**config.mk**
```make
export PLATFORM = sky130hd
export DESIGN_NAME = interrupt_controller
export DESIGN_NICKNAME = d
export VERILOG_FILES = /design/src/rtl/interrupt_pkg.sv /design/src/rtl/irq_synchronizer.sv /design/src/rtl/interrupt_controller.sv
export SDC_FILE = /design/constraint.sdc
export NUM_CORES = 1
export LEC_CHECK = 0
export BUFFER_PORTS_ARGS = -buffer_cell sky130_fd_sc_hd__clkbuf_2
export CAP_MARGIN = 20
export CELL_PAD_IN_SITES_DETAIL_PLACEMENT = 2
export CELL_PAD_IN_SITES_GLOBAL_PLACEMENT = 2
export CORE_UTILIZATION = 38
export CTS_CLUSTER_DIAMETER = 100
export DETAILED_ROUTE_END_ITERATION = 6
export PLACE_DENSITY = 0.84
export SLEW_MARGIN = 20
export SYNTH_ARGS = -nofsm -noshare
export SYNTH_HDL_FRONTEND = slang
export SYNTH_SLANG_ARGS = --single-unit
```
**constraint.sdc**
```tcl
create_clock -name clk -period 3.1 [get_ports clk]
set_clock_uncertainty 0.05 [all_clocks]
set_input_delay 0.62 -clock clk [delete_from_list [all_inputs] [get_ports clk]]
set_output_delay 0.62 -clock clk [all_outputs]
set_load 0.05 [all_outputs]
```
**src/rtl/interrupt_pkg.sv**
```systemverilog
// Shared types and constants for the interrupt front-end: FSM states and
// the ordering of the stack-push slots.
package interrupt_pkg;

  typedef enum logic [1:0] {
    ST_IDLE,
    ST_DRAIN,
    ST_PUSH,
    ST_SERVICE
  } int_state_t;

  localparam logic [1:0] PUSH_PC_HI = 2'd0;
  localparam logic [1:0] PUSH_PC_LO = 2'd1;
  localparam logic [1:0] PUSH_FLAGS = 2'd2;

  localparam int NUM_PUSH_SLOTS = 3;

endpackage

```
**src/rtl/irq_synchronizer.sv**
```systemverilog
// Multi-flop synchroniser for the asynchronous IRQ pin with a rising-edge
// detector on the synchronised output.
module irq_synchronizer #(
  parameter int SYNC_STAGES = 2
) (
  input  logic clk,
  input  logic reset,
  input  logic irq_pin,
  output logic irq_edge
);

  logic [SYNC_STAGES-1:0] r_sync;
  logic                   r_prev;

  always_ff @(posedge clk or negedge reset) begin
    if (!reset) begin
      r_sync <= '0;
      r_prev <= 1'b0;
    end else begin
      r_sync <= {r_sync[SYNC_STAGES-2:0], irq_pin};
      r_prev <= r_sync[SYNC_STAGES-1];
    end
  end

  assign irq_edge = r_sync[SYNC_STAGES-1] & ~r_prev;

endmodule

```
**src/rtl/interrupt_controller.sv**
```systemverilog
// Interrupt front-end: latches synchronised IRQ edges, accepts them at a safe
// pipeline boundary, drains fetch, sequences the stack pushes and blocks nesting.
module interrupt_controller
  import interrupt_pkg::*;
#(
  parameter int SYNC_STAGES  = 2,
  parameter int DRAIN_CYCLES = 3,
  parameter int MISS_W       = 8
) (
  input  logic              clk,
  input  logic              reset,
  input  logic              irq_pin,
  input  logic              irq_enable,
  input  logic              core_busy,
  input  logic              rti_retire,
  output logic              int_out,
  output logic              fetch_hold,
  output logic              push_valid,
  output logic [1:0]        push_sel,
  output logic              in_service,
  output logic              pending,
  output logic [MISS_W-1:0] missed_count
);

  localparam int               CNT_W     = (DRAIN_CYCLES > 1) ? $clog2(DRAIN_CYCLES) : 1;
  localparam logic [CNT_W-1:0] CNT_LOAD  = CNT_W'(DRAIN_CYCLES - 1);
  localparam logic [1:0]       LAST_SLOT = 2'(NUM_PUSH_SLOTS - 1);

  int_state_t        r_state, w_next_state;
  logic [CNT_W-1:0]  r_drain_cnt, w_next_cnt;
  logic [1:0]        r_slot, w_next_slot;
  logic              r_pending;
  logic [MISS_W-1:0] r_missed;
  logic              r_int_out, r_fetch_hold, r_push_valid, r_in_service;
  logic [1:0]        r_push_sel;
  logic              w_edge, w_accept;

  irq_synchronizer #(.SYNC_STAGES(SYNC_STAGES)) u_sync (
    .clk      (clk),
    .reset    (reset),
    .irq_pin  (irq_pin),
    .irq_edge (w_edge)
  );

  assign w_accept = (r_state == ST_IDLE) & r_pending & irq_enable & ~core_busy;

  always_comb begin
    w_next_state = r_state;
    w_next_cnt   = r_drain_cnt;
    w_next_slot  = r_slot;
    case (r_state)
      ST_IDLE: begin
        if (w_accept) begin
          w_next_state = ST_DRAIN;
          w_next_cnt   = CNT_LOAD;
        end
      end
      ST_DRAIN: begin
        if (r_drain_cnt == '0) begin
          w_next_state = ST_PUSH;
          w_next_slot  = PUSH_PC_HI;
        end else begin
          w_next_cnt = r_drain_cnt - CNT_W'(1);
        end
      end
      ST_PUSH: begin
        if (r_slot == LAST_SLOT) w_next_state = ST_SERVICE;
        else                     w_next_slot  = r_slot + 2'd1;
      end
      ST_SERVICE: begin
        if (rti_retire) w_next_state = ST_IDLE;
      end
      default: w_next_state = ST_IDLE;
    endcase
  end

  // Outputs are registered from the next-state decode so they align with r_state.
  always_ff @(posedge clk or negedge reset) begin
    if (!reset) begin
      r_state      <= ST_IDLE;
      r_drain_cnt  <= '0;
      r_slot       <= PUSH_PC_HI;
      r_pending    <= 1'b0;
      r_missed     <= '0;
      r_int_out    <= 1'b0;
      r_fetch_hold <= 1'b0;
      r_push_valid <= 1'b0;
      r_push_sel   <= PUSH_PC_HI;
      r_in_service <= 1'b0;
    end else begin
      r_state      <= w_next_state;
      r_drain_cnt  <= w_next_cnt;
      r_slot       <= w_next_slot;
      r_int_out    <= w_accept;
      r_fetch_hold <= (w_next_state == ST_DRAIN) || (w_next_state == ST_PUSH);
      r_push_valid <= (w_next_state == ST_PUSH);
      r_push_sel   <= (w_next_state == ST_PUSH) ? w_next_slot : PUSH_PC_HI;
      r_in_service <= (w_next_state == ST_SERVICE);
      // A new edge beats a simultaneous acceptance.
      if (w_edge)        r_pending <= 1'b1;
      else if (w_accept) r_pending <= 1'b0;
      if (w_edge && r_pending && !w_accept && (r_missed != '1))
        r_missed <= r_missed + MISS_W'(1);
    end
  end

  assign int_out      = r_int_out;
  assign fetch_hold   = r_fetch_hold;
  assign push_valid   = r_push_valid;
  assign push_sel     = r_push_sel;
  assign in_service   = r_in_service;
  assign pending      = r_pending;
  assign missed_count = r_missed;

endmodule
```
==> impl_metrics.toml <==
[detailed_routing]
num_vias = 956
wl_mm = 2.95
drt_pre_antenna_iters = 4
drc = 0
vias_per_cell = 5.25
final_antenna_net_count = 0
wl_per_cell_um = 16.2
initialDrtViolationCount = 13

[clocking]
cts_sinks = 24
cts_setup_buffers = 0
cts_buffer_depth = 2
numCtsBuffers = 3
root_buffer = "clkbuf_4"
cts_hold_buffers = 0
cts.clk_slew.worst_paths_ns = 0.12
insertion_delay_ns = 0.30
cts_tree = "done"
cts_resized = 0
htree_levels = 1

[place]
post-place-ws_ns = 0.849
io_buffers = 20
globalplace.congestion = 0.794
dpl-instance-area_um2 = 1410
dp.final_hpwl_mm = 2.39

[timing]
drv_slew = 0
rsz0062_at_grt = "false"
setup_tns_ns = 0
hold_viol = 0
setup_slack_ns = 0.836
worst_pin_slew_ns = 0.622
setup_viol = 0
fin_crit_sh = 0.730
holdWs_ns = 0.249
relSlewSlack = 0.584
period_needed_ns = 2.26
fmax_mhz = 442

[worst_setup_path]
critPathLaunchType = "flip-flop"
required_ns = 3.29
crit_type = "flip-flop to flip-flop"
crit_arrival_ns = 2.45
path_max_fanout = 6
end_kind = "flip-flop"

[floorplanning]
fp.dieH_um = 59.6
die_w_um = 59.6
io_pins = 21
initial_utilization = 0.406
coreArea_um2 = 3100
die_area_um2 = 3550
rows = 20

[yosys]
synth-main-ff-cell = "dfrtp_1"
synth_cell_types = 30
syn_inst = 116
synth_area_um2 = 1260
synth_top_family_by_area = "simple AND/OR/NAND/NOR gates"
synth-async-reset-ratio = 1.00
ys_ff_latch = 24
syn_nets = 134
synth_area_per_cell_um2 = 10.9
ys_seq_area_frac = 0.476
synthAdderAreaFrac = 0.119
synth.area.top_cells = "dfrtp_1 (48%), ha_1 (12%), mux2_1 (6.3%)"
yosys.area.top_type = "dfrtp_1"
synth-simple-area-share = 0.176
ys_top_cells_by_count = "dfrtp_1 (24), inv_1 (15), ha_1 (12)"
synth.top_cell.area_share = 0.476
synth-xor-area-share = 0.00694
muxShareOfSynthArea = 0.0625
synth_compound_area_frac = 0.103
synth-edff-count = 0
post-synth-top-count-cell = "dfrtp_1"
synth_warnings = 0

[global_routing]
grt_pass1_vias = 1004
grt_overflow = 0
grt_antenna_before_repair = 0
grt_pass1_wl_mm = 4.89
track_usage = 0.192
grt_max_degree = 25

[pwr]
power.leakage_nw = 0.714
ir_worst_vdd_mv = 0.307
power_density_nw_per_um2 = 822
total_power_mw = 1.17

[job]
maxCapViolations = 0

[cells_and_area]
final_area_um2 = 1430
diodes = 0
area_delta_synth_final_pct = 13.2
nets = 158
drive_above_1_share = 0.196

[hold_path]
min_path_type = "input pin to async pin"

[run_status]
run_status = "completed"
## final cells by class
class,instances,area (um2)
Clock buffer,3,22.5
Fill cell,358,1680
Inverter,16,60.1
Multi-Input combinational cell,75,589
Sequential cell,24,601
Tap cell,44,55.1
Timing Repair Buffer,20,100
## layout by cell type, fill, tap and decap left out
master,count
dfrtp_1,24
clkbuf_2,20
inv_1,15
ha_1,12
nand3_1,8
mux2_1,7
o21ai_0,6
nand2_1,6
a21oi_1,4
nor2_1,3
and3b_1,3
nand4_1,3
nor3_1,3
clkbuf_4,3
nand4b_1,2
a31oi_1,2
nand2b_1,2
nand3b_1,2
nor2b_1,1
inv_2,1
a211oi_1,1
o32ai_1,1
a22oi_1,1
a22o_1,1
o211ai_1,1
nor4b_4,1
a21boi_0,1
a21boi_1,1
nor4_2,1
o211ai_2,1
xnor2_1,1
## sequential cells by signal, indices dropped and copies added, names as in the netlist
register,cells
in_service,1
u_sync.r_sync,2
int_out,1
r_drain_cnt,2
missed_count,8
push_valid,1
push_sel,2
u_sync.r_prev,1
r_state,2
r_slot,2
pending,1
fetch_hold,1
## cell families (layout without fill, tap and decap cells)
group / Yosys count / count (layout)
xor gates and xnor gates: 1 / 1
adders and majority gates: 12 / 12
AOI/OAI and AO/OA: 20 / 20
DFF: 24 / 24
and+or+nand+nor: 35 / 35
buffers and inverters: 17 / 39
muxes: 7 / 7
## per-stage QoR
step           std cells  utilization
3_5_place_dp         179        0.453
4_1_cts              182        0.460
2_1_floorplan        116            -
6_report             182        0.460
3_3_place_gp         179        0.453
5_1_grt              182        0.460
## worst paths after layout
kind	start	depth (start not counted)	endpoint	slack, ns
setup / recovery	r_state[0]	8	push_sel[0]	0.84
hold / removal	reset	1	missed_count[2]	0.25
setup reg to reg	r_state[0]	8	push_sel[0]	0.84
hold reg to reg	u_sync.r_sync[0]	0	u_sync.r_sync[1]	0.32
max in group asynchronous	reset	1	pending	2.35
min in group clk	u_sync.r_sync[0]	0	u_sync.r_sync[1]	0.32
## report_power, final
| part | switching (mW) | internal [mW] | total [mW] |
|---|---|---|---|
| Combinational | 0.414 | 0.161 | 0.575 |
| Sequential | 0.0793 | 0.387 | 0.467 |
| Clock | 0.0857 | 0.0454 | 0.131 |
| Total | 0.579 | 0.594 | 1.17 |
## per-layer routing
metal / global-route usage / part of all wire
met1: 0.237 / 0.45
met2: 0.339 / 0.51
met3: 0.0262 / 0.022
met4: 0.0698 / 0.012
met5: 0 / 0
## worst max-delay path, cell delays in order, from the launching register on
cell	delay (ns)
dfrtp_1	0.43
inv_1	0.11
ha_1	0.28
nand4b_1	0.26
nor2_1	0.08
o32ai_1	0.58
ha_1	0.25
inv_1	0.05
a21oi_1	0.12
Power figures use the tool's default switching activity.
